===== src/rtl/gcd_unit_if.sv =====
// gcd_unit_if: request/response bundle for the gcd_unit engine.
//   start, a, b                  : request side, driven by the master
//   busy, done                   : engine status, driven by the slave
//   result, steps, zero_err      : response held by the slave until the next accepted request
// The master modport is for whoever issues requests.
// The slave modport is for the engine itself.
interface gcd_unit_if #(
    parameter int WIDTH  = 8,
    parameter int STEP_W = 4
);
    logic              start;
    logic [WIDTH-1:0]  a;
    logic [WIDTH-1:0]  b;
    logic              busy;
    logic              done;
    logic [WIDTH-1:0]  result;
    logic [STEP_W-1:0] steps;
    logic              zero_err;

    modport master (
        output start, a, b,
        input  busy, done, result, steps, zero_err
    );

    modport slave (
        input  start, a, b,
        output busy, done, result, steps, zero_err
    );
endinterface


===== src/rtl/gcd_unit.sv =====
// gcd_unit: Euclid GCD engine with an integrated restoring divider.
// Each remainder X mod Y takes WIDTH clocks, producing one quotient bit per clock.
// Ports:
//   clk    : rising-edge clock
//   reset  : synchronous, active-low
//   bus    : gcd_unit_if slave, which carries the following signals
//            - start/a/b in
//            - busy/done/result/steps/zero_err out
// Latency from the accepting edge t0 is t0+2+k*(WIDTH+1), where k is the number of division steps.
module gcd_unit #(
    parameter int WIDTH  = 8,
    parameter int STEP_W = 4
) (
    input  logic       clk,
    input  logic       reset,
    gcd_unit_if.slave  bus
);
    localparam int CNT_W = $clog2(WIDTH + 1);

    typedef enum logic [2:0] {
        S_IDLE,
        S_LOAD,
        S_CHECK,
        S_DIV,
        S_DONE
    } state_t;

    state_t            state_q, state_d;
    logic [WIDTH-1:0]  x_q, x_d;
    logic [WIDTH-1:0]  y_q, y_d;
    logic [WIDTH-1:0]  rem_q, rem_d;
    logic [WIDTH-1:0]  dvd_q, dvd_d;
    logic [CNT_W-1:0]  cnt_q, cnt_d;
    logic [WIDTH-1:0]  result_q, result_d;
    logic [STEP_W-1:0] steps_q, steps_d;
    logic              zero_q, zero_d;

    // One restoring-division step.
    // The shifted remainder can be one bit wider than Y, so the compare is done at WIDTH+1 bits.
    // The difference is known to be below Y, so the low WIDTH bits of the subtraction are exact.
    logic [WIDTH:0]    div_shift;
    logic              div_ge;
    logic [WIDTH-1:0]  div_rem;

    assign div_shift = {rem_q, dvd_q[WIDTH-1]};
    assign div_ge    = (div_shift >= {1'b0, y_q});
    assign div_rem   = div_ge ? (div_shift[WIDTH-1:0] - y_q) : div_shift[WIDTH-1:0];

    always_ff @(posedge clk) begin
        if (!reset) begin
            state_q  <= S_IDLE;
            x_q      <= '0;
            y_q      <= '0;
            rem_q    <= '0;
            dvd_q    <= '0;
            cnt_q    <= '0;
            result_q <= '0;
            steps_q  <= '0;
            zero_q   <= 1'b0;
        end else begin
            state_q  <= state_d;
            x_q      <= x_d;
            y_q      <= y_d;
            rem_q    <= rem_d;
            dvd_q    <= dvd_d;
            cnt_q    <= cnt_d;
            result_q <= result_d;
            steps_q  <= steps_d;
            zero_q   <= zero_d;
        end
    end

    always_comb begin
        state_d  = state_q;
        x_d      = x_q;
        y_d      = y_q;
        rem_d    = rem_q;
        dvd_d    = dvd_q;
        cnt_d    = cnt_q;
        result_d = result_q;
        steps_d  = steps_q;
        zero_d   = zero_q;

        unique case (state_q)
            S_IDLE: begin
                if (bus.start) begin
                    x_d     = bus.a;
                    y_d     = bus.b;
                    steps_d = '0;
                    zero_d  = (bus.a == '0) && (bus.b == '0);
                    state_d = S_LOAD;
                end
            end
            S_LOAD: begin
                state_d = S_CHECK;
            end
            S_CHECK: begin
                if (y_q == '0) begin
                    result_d = x_q;
                    state_d  = S_DONE;
                end else begin
                    rem_d   = '0;
                    dvd_d   = x_q;
                    cnt_d   = CNT_W'(WIDTH);
                    state_d = S_DIV;
                end
            end
            S_DIV: begin
                rem_d = div_rem;
                dvd_d = {dvd_q[WIDTH-2:0], 1'b0};
                cnt_d = cnt_q - CNT_W'(1);
                if (cnt_q == CNT_W'(1)) begin
                    x_d = y_q;
                    y_d = div_rem;
                    // The step counter saturates rather than wrapping.
                    if (steps_q != '1) begin
                        steps_d = steps_q + STEP_W'(1);
                    end
                    state_d = S_CHECK;
                end
            end
            S_DONE: begin
                state_d = S_IDLE;
            end
            default: begin
                state_d = S_IDLE;
            end
        endcase
    end

    assign bus.busy     = (state_q != S_IDLE) && (state_q != S_DONE);
    assign bus.done     = (state_q == S_DONE);
    assign bus.result   = result_q;
    assign bus.steps    = steps_q;
    assign bus.zero_err = zero_q;
endmodule


===== src/flat_wrapper.sv =====
// flat-port wrapper written by rule: the top's interface ports become plain ports
module gcd_unit_flat 
#(
    parameter int WIDTH  = 8,
    parameter int STEP_W = 4
)
  (clk, reset, bus_start, bus_a, bus_b, bus_busy, bus_done, bus_result, bus_steps, bus_zero_err);
  gcd_unit_if #(.WIDTH(WIDTH), .STEP_W(STEP_W)) bus_i ();
  input  logic clk;
  input  logic reset;
  input wire logic [$bits(bus_i.start)-1:0] bus_start;
  input wire logic [$bits(bus_i.a)-1:0] bus_a;
  input wire logic [$bits(bus_i.b)-1:0] bus_b;
  output wire logic [$bits(bus_i.busy)-1:0] bus_busy;
  output wire logic [$bits(bus_i.done)-1:0] bus_done;
  output wire logic [$bits(bus_i.result)-1:0] bus_result;
  output wire logic [$bits(bus_i.steps)-1:0] bus_steps;
  output wire logic [$bits(bus_i.zero_err)-1:0] bus_zero_err;
  assign bus_i.start = bus_start;
  assign bus_i.a = bus_a;
  assign bus_i.b = bus_b;
  assign bus_busy = bus_i.busy;
  assign bus_done = bus_i.done;
  assign bus_result = bus_i.result;
  assign bus_steps = bus_i.steps;
  assign bus_zero_err = bus_i.zero_err;
  gcd_unit #(.WIDTH(WIDTH), .STEP_W(STEP_W)) u_core (.clk(clk), .reset(reset), .bus(bus_i));
endmodule

===== config.mk =====
export PLATFORM = sky130hd
export DESIGN_NAME = gcd_unit_flat
export DESIGN_NICKNAME = d
export VERILOG_FILES = /design/src/rtl/gcd_unit_if.sv /design/src/rtl/gcd_unit.sv /design/src/flat_wrapper.sv
export SDC_FILE = /design/constraint.sdc
export NUM_CORES = 1
export LEC_CHECK = 0
export ABC_AREA = 1
export CAP_MARGIN = 0
export CORE_ASPECT_RATIO = 0.8
export CORE_MARGIN = 3
export CORE_UTILIZATION = 40
export DETAILED_ROUTE_END_ITERATION = 10
export PLACE_DENSITY = 0.66
export SLEW_MARGIN = 20
export SYNTH_ARGS = -nofsm -noshare
export SYNTH_HDL_FRONTEND = slang
export SYNTH_SLANG_ARGS = --single-unit

===== constraint.sdc =====
create_clock -name clk -period 2.22 [get_ports clk]
set_input_delay 0.222 -clock clk [delete_from_list [all_inputs] [get_ports clk]]
set_output_delay 0.222 -clock clk [all_outputs]
set_load 0.02 [all_outputs]

==> impl_metrics.csv <==
group,metric,value,unit
floorplan,die_height,80.7,um
pwr,leakagePower,1.36,nW
timing,slew_violations,0,
clock_tree,cts-resized-gates,0,
setup_path,crit_type,"register to register",
layout,insertedDiodeCount,0,
grt,grt_start_max_net_pins,36,
place,place_congestion,0.894,
detailed_routing,routed-via-count,2637,
hold_path,hold_depth,1,
detailed_routing,postRouteWirelength,6950,um
timing,max_freq,0.519,GHz
detailed_routing,drtAntennaViolNets,0,
flow_run,max_cap_check_violation_count,0,
timing,worst_pin_slew,0.592,ns
layout,flow.area_growth_from_synthesis,18.6,%
clock_tree,post_cts_buffers,0,
detailed_routing,wl_per_cell,13.8,um
floorplan,die_width,99.3,um
clock_tree,cts_max_path_buffers,2,
logic_synthesis,yosys_register_bits,52,
place,number_of_buffer_cells_added_on_primary_ports,33,
pwr,totalPowerFinal,3.09,mW
clock_tree,cts_hold_buf,0,
hold_path,worstHoldPathType,"register to register",
setup_path,crit_path_start_kind,"register",
layout,num-fill-cells,676,
grt,antenna_found_initial,0,
setup_path,worstPathArrival,2.12,ns
timing,fin_worst_skew,0.00724,ns
setup_path,path_cells,"ha_1 > inv_1 > nor3_2 > nand2_2 > nand2_4 > inv_1 > a21oi_1 > a21oi_1",
grt,wire_length_of_the_first_global_routing_pass,11900,um
clock_tree,cts_num_sinks,52,
logic_synthesis,synth.top_cell.area_share,0.374,
setup_path,cp.buffers_inverters,2,
floorplan,floorplan.die_area,8010,um2
logic_synthesis,syn-instance-count,386,
logic_synthesis,synthArstFlopShare,0,
floorplan,initial_core_util,0.424,
status,status,"completed",
layout,layout_commonest_cell,"nand2_1",
logic_synthesis,yosys-top-cells-area,"dfxtp_1, nand2_1, nand3_1",
layout,sequential_area,1040,um2
timing,grt_setup_unrepaired,"no",
logic_synthesis,part_of_the_yosys_area_used_for_sequential_elements,0.374,
grt,track_usage,0.186,
timing,timing.max_slew.rel_slack,0.602,
timing,fin_crit_sh,0.869,
grt,first_global_vias,2462,
layout,post-route-util,0.503,
pwr,power.density_cell_area,935,nW/um2
setup_path,regToRegStartpoint,"u_core.cnt_q[0]",
clock_tree,cts_tree,"built",
floorplan,core_area,6570,um2
setup_path,cp_slowest_cell,"dfxtp_1",
logic_synthesis,ys.flop_type,"dfxtp_1",
detailed_routing,vias_per_cell,5.25,
detailed_routing,drt_first_iter_violations,174,
grt,globalRoute.totalOverflow,0,
timing,period_minus_slack,1.93,ns
floorplan,floorplan.rows,26,
hold_path,holdPathEnd,"u_core.state_q[1]",
layout,layout_common_cells,"nand2_1, dfxtp_1, inv_1",
logic_synthesis,cell_type_with_the_largest_total_area_after_synthesis,"dfxtp_1",
logic_synthesis,synth_area,2790,um2
pwr,ir_worst_vdd,0.000388,V
timing,final-setup-viol-count,0,
logic_synthesis,synth_fp_nets,417,
setup_path,setup.reg_to_reg.worst_slack,0.29,ns
layout,finalNetCount,448,
setup_path,r2r_cells,8,
logic_synthesis,synth_enable_flop_cells,0,
clock_tree,worst_setup_hold_path_clk_slew,0.09,ns
clock_tree,ctsRootBufferMaster,"clkbuf_8",
setup_path,critPathTopFamily,"simple AND/OR/NAND/NOR gates",
setup_path,cp_max_fo,25,
layout,multi_input_area,1480,um2
clock_tree,cts-buffers-inserted,5,
layout,drive_gt1_frac,0.0885,
timing,totalNegativeSetupSlack,0,ns
floorplan,ioPinCount,34,
logic_synthesis,synth-warning-count,0,
logic_synthesis,avgSynthCellArea,7.22,um2
setup_path,cp.required,2.41,ns
detailed_routing,drtPass1Iterations,4,
clock_tree,htree_depth,2,
clock_tree,clock_insertion_delay_worst_skew,0.31,ns
logic_synthesis,synth.distinct_cells,38,
detailed_routing,post-route-drc-count,0,
setup_path,worstSetupEndpointType,"register",
place,detailed_place_hpwl,5200,um
setup_path,worst_path_largest_cell_delay,0.43,ns
timing,final_hold_viol_count,0,
setup_path,regToRegEndpoint,"u_core.y_q[4]",
hold_path,hp-start,"u_core.state_q[2]",
power by group:
group          internal, mW  switching [mW]  leakage (nW)
sequential             1.07           0.111         0.425
combinational         0.440           0.761         0.868
clock                 0.398           0.309        0.0645
synthesized netlist by cell type (2+ instances only):
master,n
a21oi_1,35
nand4_1,4
nand2_1,73
nand3_2,2
buf_6,3
inv_1,43
nand3_1,36
nor3_2,2
nor2_2,2
dfxtp_1,52
nor2_1,29
nand2_4,3
buf_4,2
buf_2,2
o21ai_0,30
inv_2,4
nand2_2,3
o21ai_1,4
clkbuf_1,8
nor4_1,5
xor2_1,2
xnor2_1,2
ha_1,11
a31oi_1,15
logic make-up after synthesis:
group                    count (synthesis)  synth area share
AO/OA/AOI/OAI                           92             0.186
XOR/XNOR                                 4            0.0126
adder cells (fa/ha/maj)                 12            0.0566
buffers and inverters                   63            0.0970
flip-flops                              52             0.374
AND/OR/NAND/NOR                        163             0.274
worst max path at each step:
| stage | startpoint | endpoint | slack [ns] | cells after the start |
|---|---|---|---|---|
| after floorplan | u_core.y_q[0] | u_core.rem_q[4] | 0.63 | 8 |
| after global placement | u_core.cnt_q[0] | u_core.y_q[4] | 0.34 | 8 |
| after detailed placement | u_core.cnt_q[0] | u_core.y_q[4] | 0.34 | 8 |
| after CTS | u_core.cnt_q[0] | u_core.y_q[4] | 0.32 | 8 |
| after global routing | u_core.cnt_q[0] | u_core.y_q[4] | 0.16 | 8 |
| final | u_core.cnt_q[0] | u_core.y_q[4] | 0.29 | 8 |
through the flow:
step	std cells	hold slack, ns	instance area, um2	setup WS (ns)
2_1_floorplan	386	0.383	2790	0.633
3_3_place_gp	494	0.429	3180	0.341
3_5_place_dp	494	0.431	3180	0.345
4_1_cts	502	0.444	3300	0.315
5_1_grt	502	0.470	3300	0.159
6_report	502	0.441	3300	0.292
routing by layer:
| metal | wire length [um] | up-vias | global-route usage |
|---|---|---|---|
| met5 | 0 | - | 0 |
| met4 | 56 | 0 | 0.0491 |
| met3 | 540 | 7 | 0.0330 |
| met2 | 2880 | 73 | 0.280 |
| met1 | 3470 | 1204 | 0.271 |
| li1 | - | 1353 | - |
final cells by class:
| cell class | instances | share of cell area |
|---|---|---|
| well taps | 84 | 0.0318 |
| clock inverters | 1 | 0.00909 |
| clock buffers | 7 | 0.0292 |
| repair buffers | 39 | 0.114 |
| multi-input cells | 271 | 0.446 |
| inverters | 48 | 0.0549 |
| flip-flops and latches | 52 | 0.315 |
state kept, by name, indices dropped and copies added (netlist names):
name / count
u_core.y_q: 8
u_core.state_q: 3
u_core.bus.steps: 4
u_core.dvd_q: 8
u_core.rem_q: 8
u_core.x_q: 8
u_core.cnt_q: 4
u_core.bus.zero_err: 1
u_core.bus.result: 8
worst reg2reg max path: cells and delay by family (launching register included):
kind            cells  cell delay [ns]
buf+inv             2             0.25
fa+ha+maj           1             0.17
compound gates      2             0.31
simple gates        3             0.65
flops               1             0.43
No activity file was read; power rests on OpenSTA's default activity.
==> RTL change 1 (config.mk and constraints unchanged) <==
Take the reset off `x_q`, `y_q` and `result_q` and load them in a clocked block of their own.
--- a/src/rtl/gcd_unit.sv
+++ b/src/rtl/gcd_unit.sv
@@ -49,25 +49,25 @@
     always_ff @(posedge clk) begin
         if (!reset) begin
             state_q  <= S_IDLE;
-            x_q      <= '0;
-            y_q      <= '0;
             rem_q    <= '0;
             dvd_q    <= '0;
             cnt_q    <= '0;
-            result_q <= '0;
             steps_q  <= '0;
             zero_q   <= 1'b0;
         end else begin
             state_q  <= state_d;
-            x_q      <= x_d;
-            y_q      <= y_d;
             rem_q    <= rem_d;
             dvd_q    <= dvd_d;
             cnt_q    <= cnt_d;
-            result_q <= result_d;
             steps_q  <= steps_d;
             zero_q   <= zero_d;
         end
+    end
+
+    always_ff @(posedge clk) begin
+        x_q      <= x_d;
+        y_q      <= y_d;
+        result_q <= result_d;
     end
 
     always_comb begin
Behaviour: differs if reset is asserted again (counterexample within 4 cycles, from zero or initial values and one cycle with reset low); with reset held inactive, the same outputs for 10 cycles.
==> RTL change 1 against the unedited design <==
- sequential share of layout area grew 7.4 points
- total power shrank 20%
- synthesized cell count shrank 13%
- global-route usage shrank 2.3 points
- worst setup slack gained 0.0034 ns
- core utilization shrank 0.11 points
- final area shrank 0.23%
- synthesized area shrank 0.18%
- clock power shrank 19%
- count of clock-buffer cells in the layout shrank 2
- sequential cell count is the same
- combinational power shrank 42%
- wire length shrank 8.4%
==> RTL change 1: results (changes against the unedited design) <==
relative slew slack -> 51.2% (-8.9 points)
largest net degree at the start of global routing -> 25 (-31%)
RR Endpoint -> u_core.y_q[0]
Setup Skew -> 0.0125 ns (+0.00522 ns)
Iteration-0 DRC Markers -> 201 (+16%)
worst r2r path cells -> 10 (+2)
gp weighted congestion -> 0.902 (+0.84%)
status -> complete, no violations
nets -> 401 (-10%)
most instantiated cells after synthesis -> 78 x nand2_1, 42 x nand3_1, 37 x inv_1
drt via density -> 5.13 (-2.3%)
hold path startpoint -> u_core.x_q[7]
dpl ws -> 0.311 ns (-0.0338 ns)
Yosys cell types -> 37 (-2.6%)
Sw Ratio -> 34.6% (-3.7 points)
first-pass GRT wire length -> 10400 um (-13%)
critical path fanouts, max -> 9 (-64%)
Post-synth EDFFs -> 24 (+24)
Leakage -> 1.39 nW (+2.6%)
average size of a mapped cell -> 8.30 um2 (+15%)
DP Area -> 0.00320 mm2 (+0.71%)
Synth area leaders -> edfxtp_1 26%, dfxtp_1 20%, nand2_1 11%
worst vdd ir -> 0.000363 V (-6.5%)
Clock Pin Slew Worst Setup and Hold Paths -> 0.11 ns (+0.02 ns)
Worst Hold End -> u_core.bus.result[7]
DRT Wirelength -> 6370 um (-8.4%)
vias in the first global route -> 2104 (-15%)
share of the synthesized area in the top cell type -> 25.9% (-11 points)
R2R Path Start -> u_core.y_q[6]
RTL change 1: changes by cell type in the layout (fill, tap and decap cells not counted), sizes merged, moves of 3 or more:
cell / delta
buf: -3
nor2: -10
dfxtp: -24
nand3: +4
a31oi: -8
nand2: +7
edfxtp: +24
o21ai: -21
a21oi: -17
RTL change 1: worst max path at each step:
stage                            startpoint         endpoint  slack [ns]  depth (start not counted)
after floorplan           u_core.state_q[2]    u_core.x_q[0]        0.29                          4
after global placement      u_core.dvd_q[7]    u_core.y_q[4]        0.35                          9
after detailed placement      u_core.y_q[6]    u_core.y_q[4]        0.31                         10
after CTS                     u_core.y_q[6]    u_core.y_q[4]        0.30                         10
after global routing          u_core.y_q[6]  u_core.rem_q[3]        0.13                         11
final                         u_core.y_q[6]    u_core.y_q[0]        0.30                         10
RTL change 1: routing by layer:
layer  GRT usage, %  part of all wire, %
met5              0                    0
met4           3.68                 0.53
met3           3.73                  7.5
met2           24.3                   43
met1           23.9                   49
RTL change 1: power groups by stage:
stage               sequential (mW)  clock [mW]  combinational (mW)
CTS                            1.20       0.583               0.697
global route                   1.21       0.620               0.778
global placement               1.22           0               0.689
finish                         1.20       0.574               0.693
detailed placement             1.22           0               0.693
floorplan                      1.22           0               0.478
RTL change 1: metrics by stage:
stage	cells	total power, mW
CTS	455	2.48
finish	455	2.47
global placement	447	1.91
global route	455	2.61
detailed placement	447	1.91
floorplan	335	1.70
RTL change 1: final cells by class:
class	instances	area, um2
repair buffers	36	353
inverters	48	183
flip-flops and latches	52	1280
clock inverters	3	27.5
well taps	84	105
clock buffers	5	68.8
fillers	616	3270
multi-input cells	227	1280
RTL change 1: cell families after synthesis:
group	share of synthesized area (%)
DFF	46.1
AOI/OAI and AO/OA	8.59
and+or+nand+nor	30.5
buffers and inverters	7.96
adders and majority gates	5.67
xor gates and xnor gates	1.26
RTL change 1: worst max-delay path, stage by stage (launching register included):
cell,delay [ns]
edfxtp_1,0.37
inv_1,0.13
ha_1,0.31
nand2_1,0.09
nand2_1,0.09
nand2_1,0.07
nand2_1,0.08
nor2_4,0.25
nand3_1,0.12
nand3_1,0.12
nand2_1,0.06
==> RTL change 2 (same settings) <==
Without the edit above. `WIDTH` is set to 8 in 3 places; all go to 16.
--- a/src/rtl/gcd_unit_if.sv
+++ b/src/rtl/gcd_unit_if.sv
@@ -5,7 +5,7 @@
 // The master modport is for whoever issues requests.
 // The slave modport is for the engine itself.
 interface gcd_unit_if #(
-    parameter int WIDTH  = 8,
+    parameter int WIDTH  = 16,
     parameter int STEP_W = 4
 );
     logic              start;
--- a/src/rtl/gcd_unit.sv
+++ b/src/rtl/gcd_unit.sv
@@ -8,7 +8,7 @@
 //            - busy/done/result/steps/zero_err out
 // Latency from the accepting edge t0 is t0+2+k*(WIDTH+1), where k is the number of division steps.
 module gcd_unit #(
-    parameter int WIDTH  = 8,
+    parameter int WIDTH  = 16,
     parameter int STEP_W = 4
 ) (
     input  logic       clk,
--- a/src/flat_wrapper.sv
+++ b/src/flat_wrapper.sv
@@ -1,7 +1,7 @@
 // flat-port wrapper written by rule: the top's interface ports become plain ports
 module gcd_unit_flat 
 #(
-    parameter int WIDTH  = 8,
+    parameter int WIDTH  = 16,
     parameter int STEP_W = 4
 )
   (clk, reset, bus_start, bus_a, bus_b, bus_busy, bus_done, bus_result, bus_steps, bus_zero_err);
Interface: changed (resized bus_a, bus_b and bus_result); port bits go from 34 to 58. The function was not compared with the original's and may differ.
==> RTL change 2 against the unedited design <==
- final area is 94% higher
- worst setup slack lost 0.13 ns
- synthesized area is 91% higher
- highest routed layer unchanged
- first-iteration DRC count rose to 3.0 times the old value
- wire length is 110% higher
- combinational power grew 39%
- total power grew 66%
- largest cell class unchanged
- sequential cell count is 41 higher
- hold slack better by 0.0019 ns
==> RTL change 2: results (changes against the unedited design) <==
Leakage -> 2.63 nW (+94%)
min Tclk post-route -> 2.06 ns (+0.130 ns)
Yosys cell types -> 44 (+16%)
hold depth -> 2 (+1)
relative slew slack -> 64.2% (+4.0 points)
Setup Skew -> 0.00781 ns (+0.000571 ns)
post-DP HPWL -> 10500 um (+100%)
Syn. warnings -> 0 (unchanged)
Slowest Stage Delay on Critical Path -> 0.36 ns (-0.07 ns)
hold_ws -> 0.443 ns (+0.00186 ns)
DP Area -> 0.00607 mm2 (+91%)
first-pass GRT wire length -> 23600 um (+97%)
# fillers -> 1286 (+90%)
Clock Path Buffers -> 2 (unchanged)
Clock Pin Slew Worst Setup and Hold Paths -> 0.07 ns (-0.02 ns)
hold path startpoint -> u_core.bus.result[8]
setup bufs post-CTS -> 0 (unchanged)
Async S/R FF share, synth -> 0% (unchanged)
Synthesized Nets -> 794 (+90%)
RR Endpoint -> u_core.rem_q[11]
R2R setup slack -> 0.16 ns (-0.13 ns)
Synth area leaders -> dfxtp_1 35%, nand2_1 14%, a21oi_1 7.2%
Synth area leader -> dfxtp_1
drt first pass iters -> 5 (+1)
share of cells above drive strength 1 -> 13.6% (+4.7 points)
Num CTS Buffers -> 9 (+4)
IO Port Bufs -> 57 (+73%)
Worst-Skew Late Latency -> 0.34 ns (+0.03 ns)
worst r2r path cells -> 12 (+4)
routed length per placed instance -> 14.8 um (+7.1%)
Compound-Gate Fraction of Synth Area -> 17.4% (-1.2 points)
Inserted Diodes -> 0 (unchanged)
drt via density -> 5.12 (-2.5%)
initial antenna violation count -> 0 (unchanged)
Inst Count DP -> 956 (+94%)
Worst Hold End -> u_core.bus.result[8]
most instantiated cells after synthesis -> 194 x nand2_1, 93 x dfxtp_1, 80 x inv_1
largest net degree at the start of global routing -> 42 (+17%)
adder-cell share of the synthesized area -> 4.85% (-0.81 points)
crit path launch -> u_core.y_q[2]
Via Count -> 4979 (+89%)
root buffer cell -> clkbuf_16
fraction of synthesized cell area in xor and xnor cells -> 1.15% (-0.10 points)
gp weighted congestion -> 0.885 (-1.0%)
nets -> 847 (+89%)
Tot GR Track Use -> 19.7% (+1.2 points)
Worst Path Arrival -> 2.26 ns (+0.14 ns)
sequential fraction of the synthesis area -> 35.0% (-2.3 points)
synthesized instance count -> 739 (+91%)
critical path fanouts, max -> 12 (-52%)
post-synthesis mux area share -> 0% (unchanged)
vias in the first global route -> 4644 (+89%)
CTS H-Tree Depth -> 3 (+1)
Iteration-0 DRC Markers -> 517 (+200%)
worst vdd ir -> 0.000475 V (+22%)
critical setup path kind -> register to register
status -> complete, no violations
dpl ws -> 0.0598 ns (-0.285 ns)
==> RTL change 2: where the power goes <==
part | switching (mW) | internal, mW | total (mW)
logic | 1.05 | 0.623 | 1.67
clock network | 0.657 | 0.879 | 1.54
registers | 0.102 | 1.81 | 1.91
==> RTL change 2: routing by layer <==
metal	track usage, %	routed length, um
met1	30.5	7630
met2	28.9	5920
met3	3.27	769
met4	3.56	95
met5	0	0
==> RTL change 2: layout make-up <==
class | count | area (um2) | area share, %
clock buffer | 11 | 233 | 3.63
clock inverter | 5 | 57.6 | 0.898
inverter | 89 | 334 | 5.21
multi-input combinational | 523 | 2940 | 45.9
sequential | 93 | 1860 | 29.1
tap | 175 | 219 | 3.42
timing repair buffer | 76 | 758 | 11.8
==> RTL change 2: critical path, delay by kind of cell (launching register included) <==
kind	cells	cell delay, ns
DFF	1	0.36
AOI/OAI and AO/OA	1	0.07
buffers and inverters	2	0.25
and+or+nand+nor	8	0.90
adders and majority gates	1	0.32
